`config.mk`:
```
export PLATFORM = sky130hd
export DESIGN_NAME = nx_node_instr_store
export DESIGN_NICKNAME = d
export VERILOG_FILES = /design/src/rtl/nx_node_instr_store.sv
export SDC_FILE = /design/constraint.sdc
export NUM_CORES = 1
export LEC_CHECK = 0
export CORE_ASPECT_RATIO = 1.1
export CORE_MARGIN = 3
export CORE_UTILIZATION = 26
export DETAILED_ROUTE_END_ITERATION = 16
export GPL_TIMING_DRIVEN = 0
export PLACE_DENSITY = 0.39
export SYNTH_ARGS = -nofsm -noshare
export SYNTH_HDL_FRONTEND = slang
export SYNTH_SLANG_ARGS = --single-unit
export TNS_END_PERCENT = 5
```
`constraint.sdc`:
```
create_clock -name clk_i -period 8.1 [get_ports clk_i]
set_input_delay 1.62 -clock clk_i [delete_from_list [all_inputs] [get_ports clk_i]]
set_output_delay 1.62 -clock clk_i [all_outputs]
set_load 0.02 [all_outputs]
```
`src/rtl/nx_node_instr_store.sv`:
```
// nx_node_instr_store: per-node instruction memory. Appends instructions from
// the load path and serves registered core fetches through one shared port.
// A load write and a fetch read never share a cycle; a fairness flag makes
// them alternate under sustained contention so neither side starves.
module nx_node_instr_store #(
  parameter int DEPTH  = 8,
  parameter int DATA_W = 32,
  parameter int ADDR_W = $clog2(DEPTH)
) (
  input  logic              clk_i,
  input  logic              rst_i,
  input  logic              clear_i,
  input  logic              load_valid_i,
  input  logic [DATA_W-1:0] load_data_i,
  output logic              load_ready_o,
  output logic [ADDR_W-1:0] populated_o,
  output logic              full_o,
  input  logic [ADDR_W-1:0] instr_addr_i,
  input  logic              instr_rd_i,
  output logic [DATA_W-1:0] instr_data_o,
  output logic              instr_stall_o
);

  logic [DATA_W-1:0] r_mem [DEPTH];
  logic [ADDR_W-1:0] r_populated;
  logic              r_owed;
  logic [DATA_W-1:0] r_data;

  logic w_full;
  logic w_ready;
  logic w_acc;
  logic w_stall;
  logic w_fire;

  // Port arbitration: a pending fetch that was stalled last time wins the port.
  assign w_full  = (r_populated == ADDR_W'(DEPTH - 1));
  assign w_ready = !w_full && !clear_i && !(instr_rd_i && r_owed);
  assign w_acc   = load_valid_i && w_ready;
  assign w_stall = instr_rd_i && w_acc;
  assign w_fire  = instr_rd_i && !w_stall;

  // Append accepted loads; writes are suppressed while reset is held.
  always_ff @(posedge clk_i) begin
    if (rst_i && w_acc) r_mem[r_populated] <= load_data_i;
  end

  // Fill count, fairness flag and registered fetch data.
  always_ff @(posedge clk_i) begin
    if (!rst_i) begin
      r_populated <= '0;
      r_owed      <= 1'b0;
      r_data      <= '0;
    end else begin
      if (clear_i) begin
        r_populated <= '0;
        r_owed      <= 1'b0;
      end else begin
        if (w_acc) r_populated <= r_populated + 1'b1;
        if (instr_rd_i && w_acc) r_owed <= 1'b1;
        else if (w_fire)         r_owed <= 1'b0;
      end
      // Data holds across stalls so the core sees the last fetched word.
      if (w_fire) r_data <= r_mem[instr_addr_i];
    end
  end

  assign load_ready_o  = w_ready;
  assign instr_stall_o = w_stall;
  assign populated_o   = r_populated;
  assign full_o        = w_full;
  assign instr_data_o  = r_data;

endmodule

```
==> impl_metrics.json <==
{
  "syn_inst": 521,
  "startpoint_type": "primary input",
  "antenna_found_initial": 1,
  "p_leak_uw": 0.00446,
  "grt_util_met1_pct": 17.2,
  "die_h_um": 223,
  "placed_area_um2": 12900,
  "rsz0062_at_grt": "no",
  "place_hpwl_um": 18700,
  "swShare_pct": 20.9,
  "grt_start_max_net_pins": 20,
  "drive_gt1_share_pct": 27.9,
  "combPwrFrac_pct": 6.6,
  "switchingPower_uw": 685,
  "power_density_nw_per_um2": 235,
  "io_pins": 78,
  "fin_area_um2": 14000,
  "maxSlewHeadroom_pct": 29.4,
  "end_kind": "output port",
  "fp.coreArea_um2": 41700,
  "gr-total-overflow": 0,
  "first_iter_violations": 268,
  "cp_slowest_stage_delay_ns": 0.61,
  "status": "finished clean",
  "fin_util_pct": 33.5,
  "synth_area_um2": 11100,
  "pwr-share-clk_pct": 42.6,
  "path_max_fanout": 6,
  "ys_types": 24,
  "crit_slowest_cell": "clkdlybuf4s50_1",
  "cts.sinks": 292,
  "path_class": "primary input to output port",
  "io_buffers": 73,
  "grt_use_met2_pct": 20.0,
  "wl_per_cell_um": 22.3,
  "grt_pass1_wl_um": 40800,
  "hold_ws_ns": 0.497,
  "clkLatencyLatePin_ns": 0.49,
  "worst_slew_pin_slew_ns": 1.06,
  "skew_ns": 0.0113,
  "tritoncts": "done",
  "ir_drop_mv": 0.114,
  "num_rows": 78,
  "cp.arrival_ns": 3.70,
  "ant_nets": 0,
  "cp_cell_sequence": "clkdlybuf4s50_1, a211o_1, inv_1, nand3_1, inv_1, clkdlybuf4s50_1",
  "totalWireLength_um": 27800,
  "die_w_um": 203,
  "routed_via_density": 4.43,
  "gp_congestion": 0.712,
  "start_util_pct": 26.6,
  "syn-num-nets": 563,
  "finalCriticalPeriod_ns": 5.32,
  "yosysWarningCount": 0,
  "cp_data_required_time_ns": 6.48,
  "area_delta_synth_final_pct": 25.8,
  "cts-hold-fix-buffers": 0,
  "seq_area_frac_synth_pct": 75.8,
  "cts_resized": 0,
  "dr.pass1.iters": 4,
  "htree_num_levels": 2,
  "clk_pin_slew_ns": 0.06,
  "finalHoldViolations": 0,
  "fmax_mhz": 188,
  "cts-root-buf": "clkbuf_16",
  "top_usage_layer": "met2",
  "drcViolationCount": 0,
  "grt_use_total_pct": 12.4,
  "hp-class": "register to register",
  "power.internal_uw": 2590,
  "use_met3_pct": 2.49,
  "ys_ff_latch": 292,
  "vias": 5535,
  "avgSynthCellArea_um2": 21.3,
  "drv_cap": 0,
  "postCtsSetupBuffers": 0,
  "fp.dieArea_um2": 45200,
  "sequentialPowerShare_pct": 50.8,
  "setup_viol": 0,
  "power.total_uw": 3280,
  "cts_buffers": 34,
  "grt_pass1_vias": 6059,
  "cts_max_path_buffers": 3,
  "finalNetCount": 706,
  "slew_violations": 0,
  "fin_crit_sh_pct": 65.7
}
## cells in the mapped netlist
| master | number | area share [%] |
|---|---|---|
| buf_6 | 4 | 0.41 |
| o21ai_0 | 3 | 0.14 |
| dfxtp_1 | 36 | 6.5 |
| clkbuf_1 | 17 | 0.58 |
| nor3_1 | 4 | 0.18 |
| or3_1 | 2 | 0.11 |
| inv_1 | 4 | 0.14 |
| mux2i_1 | 32 | 2.9 |
| a21oi_1 | 36 | 1.6 |
| nor2_1 | 2 | 0.068 |
| nand2_1 | 3 | 0.10 |
| nand2b_1 | 2 | 0.11 |
| a211o_1 | 1 | 0.079 |
| a211oi_2 | 30 | 3.4 |
| mux4_2 | 64 | 13 |
| nand3_1 | 5 | 0.23 |
| ha_1 | 2 | 0.23 |
| and2_4 | 1 | 0.079 |
| or4b_1 | 1 | 0.090 |
| a211oi_1 | 2 | 0.14 |
| buf_2 | 9 | 0.41 |
| buf_1 | 3 | 0.10 |
| nor4_1 | 2 | 0.11 |
| edfxtp_1 | 256 | 69 |
## worst max-delay path, delay by kind of cell
family                 cells  cell delay, ns
AND/OR/NAND/NOR            1            0.21
buffers and inverters      4            1.48
AO/OA/AOI/OAI              1            0.38
## power by group through the flow
| stage | registers (µW) | logic (µW) | clock network, µW |
|---|---|---|---|
| floorplan | 1710 | 103 | 0 |
| global placement | 1700 | 215 | 0 |
| detailed placement | 1700 | 220 | 0 |
| CTS | 1670 | 221 | 1440 |
| global route | 1670 | 233 | 1500 |
| finish | 1670 | 216 | 1400 |
## final timing paths
path,slack (ns),end,startpoint,depth (start not counted)
max,2.78,instr_stall_o,clear_i,6
min,0.50,r_owed,r_owed,2
max reg2reg,4.77,r_mem[2][30],populated_o[0],9
min reg2reg,0.50,r_owed,r_owed,2
## cells by family (layout without fill, tap and decap cells)
group                      Yosys count  count (layout)  synth area share, %
other                                0               1                    0
buffers and inverters               37             205                 1.62
muxes                               96              96                 15.9
DFF                                292             292                 75.8
adders and majority gates            2               2                0.226
and+or+nand+nor                     22              22                 1.08
AOI/OAI and AO/OA                   72              72                 5.36
## sequential cells by signal, indices dropped and copies added (netlist names)
signal and flops:
instr_data_o 32, populated_o 3, r_mem 256, r_owed 1
## metal layers
layer	vias to the layer above	part of all wire [%]	wire, µm
li1	2469	-	-
met1	2890	46	12800
met2	143	48	13300
met3	31	4.5	1240
met4	2	1.8	514
met5	-	0.047	13
## stage by stage
step,instances,setup TNS [ns],worst slack (ns)
floorplan,521,0,1.98
global placement,1154,-272.30,-3.03
detailed placement,1188,0,2.84
CTS,1249,0,2.82
finish,1250,0,2.78
global route,1249,0,2.74
## area by class of cell
type / instances / area [µm²]
antenna: 1 / 2.50
buffer: 33 / 165
clock buffer: 47 / 941
clock inverter: 14 / 87.6
fill: 3967 / 27700
inverter: 4 / 15.0
multi-input combinational: 192 / 2550
sequential: 292 / 8410
tap: 560 / 701
timing repair buffer: 107 / 1090
## cells in the final DEF, fill, tap and decap left out, types with 3 or more instances in the layout
cell type and count:
dfxtp_1 36, buf_6 20, mux2i_1 32, nand2_1 3
clkdlybuf4s50_1 73, buf_1 3, clkbuf_16 35, mux4_2 64
clkbuf_1 27, o21ai_0 3, nand3_1 5, clkinv_1 9
inv_1 4, nor3_2 4, buf_4 14, a21oi_1 36
buf_2 9, a211oi_2 30, clkinv_2 3, edfxtp_1 256
Power figures use the tool's default switching activity.
